**src/rtl/riscv_pkg.sv**
```systemverilog
// Shared RV32I/RV64I decode constants and field layouts.
// Opcode classes, ALU select codes, memop/brop bundles.
package riscv_pkg;

    localparam logic [6:0] OPC_OP     = 7'b0110011;
    localparam logic [6:0] OPC_OPIMM  = 7'b0010011;
    localparam logic [6:0] OPC_LOAD   = 7'b0000011;
    localparam logic [6:0] OPC_STORE  = 7'b0100011;
    localparam logic [6:0] OPC_BRANCH = 7'b1100011;
    localparam logic [6:0] OPC_JAL    = 7'b1101111;
    localparam logic [6:0] OPC_JALR   = 7'b1100111;
    localparam logic [6:0] OPC_LUI    = 7'b0110111;
    localparam logic [6:0] OPC_AUIPC  = 7'b0010111;

    typedef enum logic [3:0] {
        ALU_NOP  = 4'd0,
        ALU_ADD  = 4'd1,
        ALU_SUB  = 4'd2,
        ALU_SLL  = 4'd3,
        ALU_SLT  = 4'd4,
        ALU_SLTU = 4'd5,
        ALU_XOR  = 4'd6,
        ALU_SRL  = 4'd7,
        ALU_SRA  = 4'd8,
        ALU_OR   = 4'd9,
        ALU_AND  = 4'd10
    } alusel_e;

    typedef struct packed {
        logic       is_store;
        logic       is_load;
        logic [1:0] size;
    } memop_t;

    typedef struct packed {
        logic       is_ctl;
        logic [2:0] funct3;
    } brop_t;

    function automatic alusel_e alu_f3(
        input logic [2:0] f3,
        input logic       alt
    );
        case (f3)
            3'b000:  return alt ? ALU_SUB : ALU_ADD;
            3'b001:  return ALU_SLL;
            3'b010:  return ALU_SLT;
            3'b011:  return ALU_SLTU;
            3'b100:  return ALU_XOR;
            3'b101:  return alt ? ALU_SRA : ALU_SRL;
            3'b110:  return ALU_OR;
            default: return ALU_AND;
        endcase
    endfunction

endpackage

```
**src/rtl/id_fwd_mux.sv**
```systemverilog
// Per-source operand resolver: x0, EX bypass, MEM bypass, regfile.
// Ports: src, rf_data, ex_*/mem_* bypass in; data out.
module id_fwd_mux #(
    parameter int XLEN   = 32,
    parameter bit FWD_EN = 1'b1
) (
    input  logic [4:0]      src,
    input  logic [XLEN-1:0] rf_data,
    input  logic            ex_we,
    input  logic [4:0]      ex_rd,
    input  logic [XLEN-1:0] ex_data,
    input  logic            mem_we,
    input  logic [4:0]      mem_rd,
    input  logic [XLEN-1:0] mem_data,
    output logic [XLEN-1:0] data
);

    logic ex_hit;
    logic mem_hit;

    assign ex_hit  = FWD_EN && ex_we && (ex_rd == src);
    assign mem_hit = FWD_EN && mem_we && (mem_rd == src);

    always_comb begin
        data = rf_data;
        if (src == 5'd0)
            data = '0;
        else if (ex_hit)
            data = ex_data;
        else if (mem_hit)
            data = mem_data;
    end

endmodule

```
**src/rtl/id_stage_pipe.sv**
```systemverilog
// Registered RV32I decode stage with forwarding, load-use stall and ID/EX reg.
// Ports: in_* from IF/ID, rs*_ regfile, ex_/mem_ bypass, flush, out_* to EX.
module id_stage_pipe
    import riscv_pkg::*;
#(
    parameter int XLEN     = 32,
    parameter bit FWD_EN   = 1'b1,
    parameter int ALUSEL_W = 4
) (
    input  logic                clk,
    input  logic                rst,
    input  logic                in_valid,
    output logic                in_ready,
    input  logic [XLEN-1:0]     in_pc,
    input  logic [31:0]         in_inst,
    output logic [4:0]          rs1_addr,
    output logic [4:0]          rs2_addr,
    input  logic [XLEN-1:0]     rs1_data,
    input  logic [XLEN-1:0]     rs2_data,
    input  logic                ex_we,
    input  logic [4:0]          ex_rd,
    input  logic [XLEN-1:0]     ex_data,
    input  logic                ex_is_load,
    input  logic                mem_we,
    input  logic [4:0]          mem_rd,
    input  logic [XLEN-1:0]     mem_data,
    input  logic                flush,
    output logic                out_valid,
    input  logic                out_ready,
    output logic [XLEN-1:0]     out_pc,
    output logic [XLEN-1:0]     out_op1,
    output logic [XLEN-1:0]     out_op2,
    output logic [XLEN-1:0]     out_imm,
    output logic [XLEN-1:0]     out_rs2val,
    output logic [ALUSEL_W-1:0] out_alusel,
    output logic [4:0]          out_rd,
    output logic                out_regwe,
    output logic [3:0]          out_memop,
    output logic [3:0]          out_brop,
    output logic                out_illegal
);

    logic [6:0] opc;
    logic [2:0] f3;
    logic [6:0] f7;
    logic [4:0] rd;

    assign opc      = in_inst[6:0];
    assign f3       = in_inst[14:12];
    assign f7       = in_inst[31:25];
    assign rd       = in_inst[11:7];
    assign rs1_addr = in_inst[19:15];
    assign rs2_addr = in_inst[24:20];

    logic [31:0] imm_i, imm_s, imm_b, imm_u, imm_j;

    assign imm_i = {{20{in_inst[31]}}, in_inst[31:20]};
    assign imm_s = {{20{in_inst[31]}}, in_inst[31:25],
                    in_inst[11:7]};
    assign imm_b = {{20{in_inst[31]}}, in_inst[7],
                    in_inst[30:25], in_inst[11:8], 1'b0};
    assign imm_u = {in_inst[31:12], 12'b0};
    assign imm_j = {{12{in_inst[31]}}, in_inst[19:12],
                    in_inst[20], in_inst[30:21], 1'b0};

    logic c_op, c_opimm, c_load, c_store, c_branch;
    logic c_jal, c_jalr, c_lui, c_auipc;

    assign c_op     = (opc == OPC_OP);
    assign c_opimm  = (opc == OPC_OPIMM);
    assign c_load   = (opc == OPC_LOAD);
    assign c_store  = (opc == OPC_STORE);
    assign c_branch = (opc == OPC_BRANCH);
    assign c_jal    = (opc == OPC_JAL);
    assign c_jalr   = (opc == OPC_JALR);
    assign c_lui    = (opc == OPC_LUI);
    assign c_auipc  = (opc == OPC_AUIPC);

    // Shift immediates: bit 30 is the SRA flag; bit 25 is shamt[5]
    // only on RV64, otherwise it must be zero.
    logic sh_ok;
    assign sh_ok = ((in_inst[31:26] & 6'b101111) == 6'b0)
                && (XLEN == 64 || !in_inst[25]);

    logic        legal, wr, use1, use2;
    alusel_e     alu;
    logic [31:0] imm32;
    memop_t      mem;
    brop_t       br;

    always_comb begin
        legal = 1'b0;
        wr    = 1'b0;
        use1  = 1'b0;
        use2  = 1'b0;
        alu   = ALU_NOP;
        imm32 = '0;
        mem   = '0;
        br    = '0;
        unique case (1'b1)
            c_op: begin
                legal = (f7 == 7'b0000000)
                     || (f7 == 7'b0100000
                         && (f3 == 3'b000 || f3 == 3'b101));
                alu  = alu_f3(f3, f7[5]);
                wr   = 1'b1;
                use1 = 1'b1;
                use2 = 1'b1;
            end
            c_opimm: begin
                case (f3)
                    3'b001:  legal = sh_ok && !in_inst[30];
                    3'b101:  legal = sh_ok;
                    default: legal = 1'b1;
                endcase
                alu   = alu_f3(f3, f3 == 3'b101 && in_inst[30]);
                imm32 = imm_i;
                wr    = 1'b1;
                use1  = 1'b1;
            end
            c_load: begin
                legal = (f3 != 3'b111)
                     && (XLEN == 64
                         || (f3 != 3'b011 && f3 != 3'b110));
                alu   = ALU_ADD;
                imm32 = imm_i;
                wr    = 1'b1;
                use1  = 1'b1;
                mem   = '{is_store: 1'b0, is_load: 1'b1,
                          size: f3[1:0]};
                br    = '{is_ctl: 1'b0, funct3: f3};
            end
            c_store: begin
                legal = !f3[2] && (XLEN == 64 || f3 != 3'b011);
                alu   = ALU_ADD;
                imm32 = imm_s;
                use1  = 1'b1;
                use2  = 1'b1;
                mem   = '{is_store: 1'b1, is_load: 1'b0,
                          size: f3[1:0]};
                br    = '{is_ctl: 1'b0, funct3: f3};
            end
            c_branch: begin
                legal = (f3[2:1] != 2'b01);
                alu   = f3[2] ? (f3[1] ? ALU_SLTU : ALU_SLT)
                              : ALU_SUB;
                imm32 = imm_b;
                use1  = 1'b1;
                use2  = 1'b1;
                br    = '{is_ctl: 1'b1, funct3: f3};
            end
            c_jal: begin
                legal = 1'b1;
                alu   = ALU_ADD;
                imm32 = imm_j;
                wr    = 1'b1;
                br    = '{is_ctl: 1'b1, funct3: 3'b000};
            end
            c_jalr: begin
                legal = (f3 == 3'b000);
                alu   = ALU_ADD;
                imm32 = imm_i;
                wr    = 1'b1;
                use1  = 1'b1;
                br    = '{is_ctl: 1'b1, funct3: f3};
            end
            c_lui, c_auipc: begin
                legal = 1'b1;
                alu   = ALU_ADD;
                imm32 = imm_u;
                wr    = 1'b1;
            end
            default: ;
        endcase
        // Illegal ops travel as inert bubbles flagged out_illegal.
        if (!legal) begin
            alu   = ALU_NOP;
            imm32 = '0;
            mem   = '0;
            br    = '0;
            wr    = 1'b0;
            use1  = 1'b0;
            use2  = 1'b0;
        end
    end

    logic [XLEN-1:0] imm, rs1_val, rs2_val, op1, op2;

    assign imm = XLEN'($signed(imm32));

    id_fwd_mux #(.XLEN(XLEN), .FWD_EN(FWD_EN)) u_fwd1 (
        .src      (rs1_addr),
        .rf_data  (rs1_data),
        .ex_we    (ex_we),
        .ex_rd    (ex_rd),
        .ex_data  (ex_data),
        .mem_we   (mem_we),
        .mem_rd   (mem_rd),
        .mem_data (mem_data),
        .data     (rs1_val)
    );

    id_fwd_mux #(.XLEN(XLEN), .FWD_EN(FWD_EN)) u_fwd2 (
        .src      (rs2_addr),
        .rf_data  (rs2_data),
        .ex_we    (ex_we),
        .ex_rd    (ex_rd),
        .ex_data  (ex_data),
        .mem_we   (mem_we),
        .mem_rd   (mem_rd),
        .mem_data (mem_data),
        .data     (rs2_val)
    );

    assign op1 = (c_auipc || c_jal) ? in_pc
               : c_lui ? '0 : rs1_val;
    assign op2 = (c_op || c_branch) ? rs2_val : imm;

    logic hz, adv, take;

    assign hz = in_valid && ex_is_load && ex_we
             && (ex_rd != 5'd0)
             && ((use1 && rs1_addr == ex_rd)
                 || (use2 && rs2_addr == ex_rd));
    assign adv  = !out_valid || out_ready;
    assign take = in_valid && !hz;
    // A flushed wrong-path op is consumed even if it would stall.
    assign in_ready = rst && adv && (flush || !hz);

    always_ff @(posedge clk or negedge rst) begin
        if (!rst) begin
            out_valid   <= 1'b0;
            out_pc      <= '0;
            out_op1     <= '0;
            out_op2     <= '0;
            out_imm     <= '0;
            out_rs2val  <= '0;
            out_alusel  <= ALUSEL_W'(ALU_NOP);
            out_rd      <= '0;
            out_regwe   <= 1'b0;
            out_memop   <= '0;
            out_brop    <= '0;
            out_illegal <= 1'b0;
        end else if (flush) begin
            out_valid <= 1'b0;
        end else if (adv) begin
            out_valid <= take;
            if (take) begin
                out_pc      <= in_pc;
                out_op1     <= op1;
                out_op2     <= op2;
                out_imm     <= imm;
                out_rs2val  <= rs2_val;
                out_alusel  <= ALUSEL_W'(alu);
                out_rd      <= rd;
                out_regwe   <= legal && wr && (rd != 5'd0);
                out_memop   <= mem;
                out_brop    <= br;
                out_illegal <= !legal;
            end
        end
    end

endmodule

```
**config.mk**
```make
export PLATFORM = sky130hd
export DESIGN_NAME = id_stage_pipe
export DESIGN_NICKNAME = d
export VERILOG_FILES = /design/src/rtl/riscv_pkg.sv /design/src/rtl/id_fwd_mux.sv /design/src/rtl/id_stage_pipe.sv
export SDC_FILE = /design/constraint.sdc
export NUM_CORES = 1
export LEC_CHECK = 0
export BUFFER_PORTS_ARGS = -buffer_cell sky130_fd_sc_hd__buf_4
export CORE_MARGIN = 2
export CORE_UTILIZATION = 35
export DETAILED_ROUTE_END_ITERATION = 7
export HOLD_SLACK_MARGIN = 0.12
export PLACE_DENSITY = 0.56
export REMOVE_ABC_BUFFERS = 1
export SKIP_LAST_GASP = 1
export SYNTH_ARGS = -nofsm -noshare
export SYNTH_HDL_FRONTEND = slang
export SYNTH_SLANG_ARGS = --single-unit
```
**constraint.sdc**
```tcl
create_clock -name clk -period 2 [get_ports clk]
set_input_delay 0.2 -clock clk [delete_from_list [all_inputs] [get_ports clk]]
set_output_delay 0.2 -clock clk [all_outputs]
set_load 0.005 [all_outputs]
```
==> results of run 1 <==
cell families after synthesis:
family	after synthesis
and+or+nand+nor	278
xor gates and xnor gates	21
DFF	180
buffers and inverters	124
AOI/OAI and AO/OA	262
muxes	137
metal layers:
| metal | global-route usage (%) | vias up | share of wire (%) |
|---|---|---|---|
| met5 | 0 | - | 0 |
| met4 | 7.927 | 0 | 2.6 |
| met3 | 5.158 | 64 | 6.9 |
| met2 | 45.72 | 448 | 47 |
| met1 | 37.81 | 5267 | 43 |
| li1 | - | 4787 | - |
worst min-delay path: cells and delay by family:
family	cells	cell delay (ns)
compound gates	1	0.15
buf+inv	2	0.22
through the flow:
stage	std cells	hold slack, ns	setup WS [ns]	setup TNS, ns
floorplan	905	-0.09559	-3.414	-458.15
global placement	1848	0.08717	-0.3803	-54.88
detailed placement	1848	0.08956	-0.3738	-50.10
CTS	1923	0.1366	-0.02487	-0.02487
global route	1925	0.1532	-0.04414	-0.04414
finish	1925	0.1591	0.03734	0
area by class of cell:
cell class	instances	area, µm²	share of cell area, %
clock buffer	18	439.2	2.738
clock inverter	14	130.1	0.8113
inverter	27	101.3	0.6319
multi-input combinational	698	5562	34.68
sequential	180	4504	28.08
tap	390	488.0	3.042
timing repair buffer	598	4815	30.02
path summary, 6_finish.rpt:
check / depth (start not counted) / slack (ns) / to
max: 9 / 0.04 / out_op2[14]
min: 3 / 0.16 / out_imm[8]
max reg2reg: 5 / 0.09 / out_op2[14]
min reg2reg: 1 / 0.49 / out_imm[4]
max in group asynchronous: 3 / 0.94 / out_rs2val[27]
min in group asynchronous: 2 / 0.21 / out_rs2val[18]
repair_timing:
item                                   4_1_cts  5_1_grt
endpoints found under the hold margin      248        0
hold buffers                                41        0
buffers inserted                             2        2
pin swaps                                    0        2
setup endpoints to repair                    1       13
gates resized for setup                      3        3
power by group through the flow:
| stage | Sequential (mW) | Combinational [mW] | Clock (mW) |
|---|---|---|---|
| 5_1_grt | 4.37 | 3.04 | 3.55 |
| 6_report | 4.32 | 2.83 | 3.33 |
| 3_5_place_dp | 4.38 | 2.77 | 0 |
| 2_1_floorplan | 4.37 | 1.03 | 0 |
| 4_1_cts | 4.31 | 2.85 | 3.40 |
| 3_3_place_gp | 4.37 | 2.75 | 0 |
sequential cells by signal (all words and copies together) (netlist names):
signal and cells:
out_regwe 1, out_memop 4, out_valid 1, out_rs2val 32, out_alusel 4, out_op1 32, out_imm 32, out_illegal 1
out_pc 32, out_op2 32, out_rd 5, out_brop 4
placed cells by master, fill, tap and decap left out, drive strengths merged, types with 22 or more instances in the layout:
master / instances
dfrtp: 180
inv: 30
o31ai: 32
nand2: 47
and3: 34
a32o: 24
mux2i: 23
nor2: 55
a211oi: 43
nand3: 49
dlygate4sd3: 41
a22o: 22
mux2: 114
o21ai: 47
buf: 556
==> run metrics, run 1 <==
outcome completed; # port buffers 400; Worst EP required 2.32 ns; CTS tree done; slowest stage delay, CP 0.38 ns; fraction of layout cells with a size suffix above 1 47.36%; clock period minus worst slack 1.963 ns; drt pass-1 iters 5; ANT nets after route 0; Most common cell on crit path buf_4; filler cell count in the final layout 2726; worst-path cell with the longest stage delay o21a_4; fmax 509.5 MHz; total power 10.48 mW; EDFF count, synth 0; post-synthesis xor/xnor area fraction 1.730%; area leader, netlist dfrtp_1; most numerous cell in the Yosys netlist dfrtp_1; IO Pins 401; MaxCap Viol Count 0; crit-path max FO 24; synth top area cells dfrtp_1, mux2_4, mux2_2; worst slew pin tran 0.6257 ns; CP Launch Type input pin; slew margin rel. 58.29%; mux contribution to synthesized area 16.96%; Finished Cell Area 16040 µm²; root buffer cell clkbuf_16; Seq/Total Area, Yosys 42.38%; leading cell types by count after synthesis dfrtp_1, mux2_4, clkbuf_1; Initial Utilization 35.67%; final wirelength 44.98 mm; Tot GR Track Use 27.94%; ANT cells 0; PD cells 653.7 nW/µm²; worst r2r src out_valid; CP top delay family simple AND/OR/NAND/NOR gates; vias in the first global route 10610; Hold Path Origin in_inst[28]; crit share post-route 98.13%; clk_lat worst skew 0.44 ns; crit-path cells buf_4 > and4b_1 > nand4_1 > o311ai_2 > buf_4 > nor3_4 > o21a_4 > buf_12 > mux2_4; WL/cell 23.37 µm; crit path capture type register; Synth Area in Simple Gates 14.17%; CTS Buf Count 17; drc violations 0; Yosys reg bits 180; Die X 178.3 µm; Clk pwr share 31.8%; dpl cell area 15000 µm²; syn avg cell area 10.61 µm²; Hold Vio Cnt, Final 0; Sw Ratio 28.56%; CP bufs+invs 3; ys flop type dfrtp_1; Pleak 7.737 nW; Logic pwr share 27.0%; routed vias/inst 5.489; Peak VDD IR 0.0005764 V; async set-or-reset flop fraction in the synthesized netlist 100.0%; CTS clock-pin slew for the worst setup and hold paths 0.07 ns; Synth Area in Adders 0%; Crit path arrival time 2.28 ns; routability cong. 0.9264; initial antenna violation count 0; Min-Delay Path Class in2reg; pin count of the biggest net entering global routing 107; DP HPWL 34.98 mm; Syn Inst Count 1002; max-slew violation count 0; Sequential Power Share 41.2%; CTS max path bufs 2; largest family of logic cells by synthesized area compound AO/OA/AOI/OAI gates; global route total overflow 0; Yosys top cell area share 42.38%; Clock Skews 0.01075 ns; Int Pwr 7.491 mW; Die Footprint 31780 µm²; clock sink count 180; H-tree depth 4; # setup viols final 0; P_sw 2.994 mW; RSZ-0062 raised after global routing true; Synth cell types 64; nets 1732; 1st-iter DRT viols 691; area grow syn2layout 50.90%; core outline area 29800 µm²; YS warnings 0; Worst Setup SP in_inst[2]; Row Count 63; Synth Cell Area 10630 µm²; Die H 178.3 µm; Synth Area in Compound Gates 18.59%; first-pass GRT wire length 66.07 mm; CP Class in2reg; vias 10570; post-layout util 53.83%
Note: power is estimated with default switching activity, not from simulation.
==> inputs of run 2 (changes only) <==
==> constraint.sdc (replaced) <==
create_clock -name clk -period 2.3 [get_ports clk]
set_input_delay 0.23 -clock clk [delete_from_list [all_inputs] [get_ports clk]]
set_output_delay 0.23 -clock clk [all_outputs]
set_load 0.005 [all_outputs]
==> run 2 against run 1 <==
Setup slack better by 0.11 ns. Utilization is 1.3 points lower. Combinational power is 14% lower. Routed wire length is 0.28% higher. Count of clock-buffer cells in the layout is 1 higher. Sequential share of layout area is 0.67 points higher. Sequential power is 13% lower. Design area is 2.3% lower. Non-clock buffer count is 41 lower. Global-route usage is 0.18 points lower. Critical path depth is 2 higher. Critical endpoint is now out_valid. Clock power is 6.0% lower.
==> run metrics, run 2 (same netlist as run 1, synthesis figures left out) <==
outcome completed; 1st-iter DRT viols 905 (+31%); CTS tree done; drt pass-1 iters 5 (unchanged); Peak VDD IR 0.0005116 V (-11%); vias 10440 (-1.2%); Die H 178.3 µm (unchanged); pin count of the biggest net entering global routing 118 (+10%); ANT nets after route 0 (unchanged); clock sink count 180 (unchanged); slew margin rel. 49.79% (-8.5 points); CP top delay family buffers and inverters; RSZ-0062 raised after global routing false; Clock Skews 0.009008 ns (-0.001745 ns); Die Footprint 31780 µm² (unchanged); Post-Place Worst Slack -0.3040 ns (+0.06974 ns); # port buffers 400 (unchanged); Initial Utilization 35.67% (unchanged); DP HPWL 34.45 mm (-1.5%); PD cells 593.2 nW/µm² (-9.3%); MaxCap Viol Count 0 (unchanged); WHS 0.1653 ns (+0.006162 ns); Die X 178.3 µm (unchanged); routability cong. 0.9130 (-1.4%); fmax 465.0 MHz; Reg2Reg Depth 6 (+1); Hold Vio Cnt, Final 0 (unchanged); WL/cell 23.93 µm (+2.4%); Sequential Power Share 40.3% (-0.9 points); Min-Delay Path Class in2reg; fraction of layout cells with a size suffix above 1 45.65% (-1.7 points); CTS Buf Count 17 (unchanged); crit-path max FO 23 (-4.2%); Sw Ratio 28.21% (-0.34 points); final wirelength 45.10 mm (+0.28%); global route total overflow 0 (unchanged); dpl cell area 14640 µm² (-2.4%); core outline area 29800 µm² (unchanged); # setup viols final 0 (unchanged); Logic pwr share 26.0% (-1.0 points); max-slew violation count 0 (unchanged); CTS max path bufs 2 (unchanged); Row Count 63 (unchanged); clk_lat worst skew 0.44 ns (about the same); filler cell count in the final layout 2785 (+2.2%); CTS clock-pin slew for the worst setup and hold paths 0.08 ns (about the same); worst-path cell with the longest stage delay dlygate4sd3_1; first-pass GRT wire length 65.16 mm (-1.4%); Int Pwr 6.671 mW (-11%); WP depth 11 (+2); Clk pwr share 33.7% (+1.9 points); post-layout util 52.57% (-1.3 points); IO Pins 401 (unchanged); Finished Cell Area 15670 µm² (-2.3%); worst slew pin tran 0.7513 ns (+0.1256 ns); most frequent cells in the layout buf_4, dfrtp_1, mux2_4, nor2_1, nand3_1; vias in the first global route 10190 (-3.9%); H-tree depth 4 (unchanged); CP Launch Type input pin; Tot GR Track Use 27.76% (-0.18 points); nets 1691 (-2.4%); CP Class in2reg; P_sw 2.621 mW (-12%); area grow syn2layout 47.38%; # Post-CTS Setup Buffers 0 (-2); Worst EP required 2.63 ns (+0.31 ns); crit share post-route 93.49%; initial antenna violation count 0 (unchanged); hold depth 3 (unchanged); crit path capture type register; total power 9.292 mW (-11%); root buffer cell clkbuf_16; Pleak 7.531 nW (-2.7%); routed vias/inst 5.536 (+0.87%); slowest stage delay, CP 0.57 ns (+0.19 ns); CP bufs+invs 5 (+2); crit-path cells buf_4 > nor4_2 > buf_4 > a31oi_1 > o311ai_2 > buf_4 > nor3_4 > o21ai_4 > buf_12 > o21ai_0 > dlygate4sd3_1; Final WS setup 0.1497 ns (+0.1123 ns); Crit path arrival time 2.48 ns (+0.20 ns); Most common cell on crit path buf_4; clock period minus worst slack 2.150 ns; most common cell after layout, fill and taps aside buf_4; drc violations 0 (unchanged)
run 2: path summary, 6_finish.rpt:
check	start	endpoint	slack [ns]
max	in_inst[26]	out_valid	0.15
min	in_inst[26]	out_imm[6]	0.17
max reg2reg	out_valid	out_valid	0.35
min reg2reg	out_imm[2]	out_imm[2]	0.50
max in group asynchronous	rst	out_imm[5]	1.04
min in group asynchronous	rst	out_op1[14]	0.27
run 2: routing by layer:
layer | vias up | routed length [µm] | global-route usage, %
li1 | 4695 | - | -
met1 | 5242 | 19770 | 38.15
met2 | 449 | 21270 | 44.85
met3 | 50 | 3002 | 4.454
met4 | 0 | 1058 | 8.672
met5 | - | 0 | 0
run 2: layout make-up:
type	count	area (µm²)	share of cell area (%)
clock inverters	13	175.2	1.118
multi-input cells	698	5545	35.40
clock buffers	19	432.9	2.764
flip-flops and latches	180	4504	28.75
well taps	390	488.0	3.115
repair buffers	557	4415	28.19
inverters	27	101.3	0.6470
diodes	1	2.502	0.01597
run 2: through the flow:
step / TNS, ns / cells
6_report: 0 / 1885
2_1_floorplan: -409.82 / 905
4_1_cts: 0 / 1884
3_5_place_dp: -4.901 / 1811
3_3_place_gp: -3.587 / 1811
5_1_grt: 0 / 1884
run 2: timing repair:
item / in CTS / in global routing
endpoints found under the hold margin: 90 / 0
hold buffers: 41 / 0
setup endpoints to repair: 0 / 4
gates resized for setup: 0 / 2
run 2: power groups by stage:
stage          logic (mW)  registers, mW  clock network (mW)
4_1_cts              2.42           3.74                3.19
2_1_floorplan       0.892           3.80                   0
3_3_place_gp         2.34           3.79                   0
5_1_grt              2.59           3.79                3.30
3_5_place_dp         2.36           3.80                   0
6_report             2.42           3.74                3.13
run 2: worst register-to-register path, cell delays in order, from the launching register on:
cell,delay (ns)
dfrtp_1,0.39
nand2b_1,0.12
and3b_1,0.38
o21ai_4,0.15
buf_12,0.20
o21ai_0,0.09
dlygate4sd3_1,0.57
==> inputs of run 3 (changes only) <==
==> constraint.sdc (replaced) <==
create_clock -name clk -period 2.3 [get_ports clk]
set_input_delay 0 -clock clk [delete_from_list [all_inputs] [get_ports clk]]
set_output_delay 0 -clock clk [all_outputs]
set_load 0.005 [all_outputs]
==> run 3 against run 2 <==
Critical path depth fell by 2. Sequential cell count is the same. Register-to-register slack improved by 0.04 ns. Die area stayed put. Clock power decreased by 8.3%. Utilization grew 3.3 points. Highest routed layer unchanged. Worst hold slack lost 0.026 ns. Count of clock-buffer cells in the layout unchanged. Maximum frequency decreased by 3.3%. Final cell count up 4.5%. Setup slack worse by 0.073 ns.
==> run metrics, run 3 (same netlist as run 1, synthesis figures left out) <==
filler cell count in the final layout 2659 (-4.5%); worst slew pin tran 1.042 ns (+0.2904 ns); first-pass GRT wire length 66.70 mm (+2.4%); core outline area 29800 µm² (unchanged); crit-path max FO 25 (+8.7%); nets 1776 (+5.0%); root buffer cell clkbuf_16; Sequential Power Share 40.6% (+0.3 points); vias in the first global route 10620 (+4.2%); Logic pwr share 28.3% (+2.3 points); Int Pwr 6.516 mW (-2.3%); drc violations 0 (unchanged); hold depth 4 (+1); CP top delay family buffers and inverters; clock period minus worst slack 2.223 ns (+0.07260 ns); Initial Utilization 35.67% (unchanged); PD cells 554.0 nW/µm² (-6.6%); Die H 178.3 µm (unchanged); Min-Delay Path Class in2reg; WHS Endpoint out_imm[0]; RSZ-0062 raised after global routing false; worst r2r src out_valid; ANT nets after route 0 (unchanged); most frequent cells in the layout buf_4, dfrtp_1, dlygate4sd3_1, mux2_4, nor2_1; setup tns final 0 ns (unchanged); clock sink count 180 (unchanged); crit path capture type register; slew margin rel. 30.42% (-19 points); pin count of the biggest net entering global routing 66 (-44%); 1st-iter DRT viols 798 (-12%); Hold Vio Cnt, Final 0 (unchanged); most common cell after layout, fill and taps aside buf_4; worst-path cell with the longest stage delay dlygate4sd3_1; R2R Setup Slk 0.39 ns (+0.04 ns); CTS tree done; Die Footprint 31780 µm² (unchanged); slowest stage delay, CP 0.61 ns (+0.04 ns); placed insts 1756 (-3.0%); DP HPWL 32.73 mm (-5.0%); area grow syn2layout 56.73%; fmax 449.9 MHz (-3.3%); # port buffers 400 (unchanged); WP depth 9 (-2); clk_lat worst skew 0.43 ns (about the same); CTS Buf Count 17 (unchanged); IO Pins 401 (unchanged); P_sw 2.713 mW (+3.5%); H-tree depth 4 (unchanged); multi-input logic area 5568 µm² (+0.41%); ANT cells 0 (-1); max-slew violation count 0 (unchanged); reg2reg end out_op2[19]; Pleak 7.854 nW (+4.3%); Clock Skews 0.01520 ns (+0.006196 ns); Die X 178.3 µm (unchanged); outcome completed; crit-path cells buf_4 > dlygate4sd3_1 > inv_1 > a2111oi_2 > o31a_2 > nor3_4 > o21a_4 > buf_12 > mux2_4; # setup viols final 0 (unchanged); Crit path arrival time 2.53 ns (+0.05 ns); final wirelength 46.69 mm (+3.5%); fraction of layout cells with a size suffix above 1 40.22% (-5.4 points); post-layout util 55.91% (+3.3 points); routability cong. 0.9262 (+1.4%); CP Class in2reg; Reg2Reg Depth 5 (-1); drt pass-1 iters 5 (unchanged); Tot GR Track Use 28.23% (+0.47 points); initial antenna violation count 0 (unchanged); routed vias/inst 5.536 (about the same); Worst EP required 2.61 ns (-0.02 ns); MaxCap Viol Count 0 (unchanged); crit share post-route 96.65% (+3.2 points); CP bufs+invs 4 (-1); Hold Path Origin in_inst[20]; CP Launch Type input pin; CTS max path bufs 2 (unchanged); Peak VDD IR 0.0005690 V (+11%); vias 10900 (+4.5%); Clk pwr share 31.1% (-2.6 points); register area 4504 µm² (unchanged); WL/cell 23.71 µm (-0.89%); Post-Layout Cell Count 1969 (+4.5%); CTS clock-pin slew for the worst setup and hold paths 0.07 ns (about the same); Sw Ratio 29.39% (+1.2 points); Row Count 63 (unchanged); global route total overflow 0 (unchanged)
==> run 3: changes by cell type in the layout (fill, tap and decap cells not counted), sizes merged <==
cell         delta
clkinv          -2
diode           -1
o21ai           +1
clkinvlp        +1
buf            -50
clkbuf          +1
bufinv          -3
dlygate4sd3   +133
inv             +4
==> run 3: per-stage QoR <==
step / cell area (µm²) / hold WS, ns / setup slack (ns) / power (mW)
after floorplan: 10070 / -0.2956 / -2.914 / 4.692
after global placement: 14270 / 0.07320 / 0.05938 / 6.072
after detailed placement: 14270 / 0.06732 / 0.05115 / 6.097
after CTS: 16570 / 0.1240 / 0.01970 / 9.245
after global routing: 16660 / 0.1314 / 0.006690 / 9.600
final: 16660 / 0.1392 / 0.07708 / 9.228
==> run 3: worst max path at each step <==
stage / end / from / slack [ns]
final: out_op2[19] / in_inst[14] / 0.08
after global routing: out_valid / in_inst[14] / 0.007
after CTS: out_valid / in_inst[25] / 0.02
after detailed placement: out_op2[9] / in_inst[20] / 0.05
after global placement: out_op2[9] / in_inst[20] / 0.06
after floorplan: out_memop[2] / in_inst[22] / -2.91
==> run 3: power by group through the flow <==
stage               clock (mW)  combinational [mW]  sequential, mW
floorplan                    0               0.892            3.80
global placement             0                2.28            3.79
detailed placement           0                2.30            3.80
CTS                       2.92                2.58            3.74
global route              3.04                2.78            3.79
finish                    2.87                2.61            3.74
==> run 3: area by class of cell <==
cell class | count | share of cell area (%)
Multi-Input combinational cell | 699 | 33.42
Timing Repair Buffer | 641 | 32.69
Sequential cell | 180 | 27.04
Tap cell | 390 | 2.929
Clock buffer | 19 | 2.599
Clock inverter | 13 | 0.7060
Inverter | 27 | 0.6084
==> run 3: timing repair <==
| action | CTS | global route |
|---|---|---|
| endpoints found under the hold margin | 245 | 0 |
| setup endpoints to repair | 0 | 55 |
| gates resized for setup | 0 | 5 |
| setup buffers | 0 | 5 |
| hold buffers | 174 | 0 |
==> run 3: worst register-to-register path: stages (launching register included) <==
cell and delay [ns]:
dfrtp_1 0.40, nand2b_1 0.12, and3b_1 0.33, o21a_4 0.31, buf_12 0.27, mux2_4 0.36
==> run 3: per-layer routing <==
metal  vias to the layer above  global-route usage, %  part of all wire, %
li1                       4885                      -                    -
met1                      5405                  38.33                   43
met2                       530                  45.91                   47
met3                        81                  3.687                  6.5
met4                         0                  10.67                  3.5
met5                         -                      0                    0
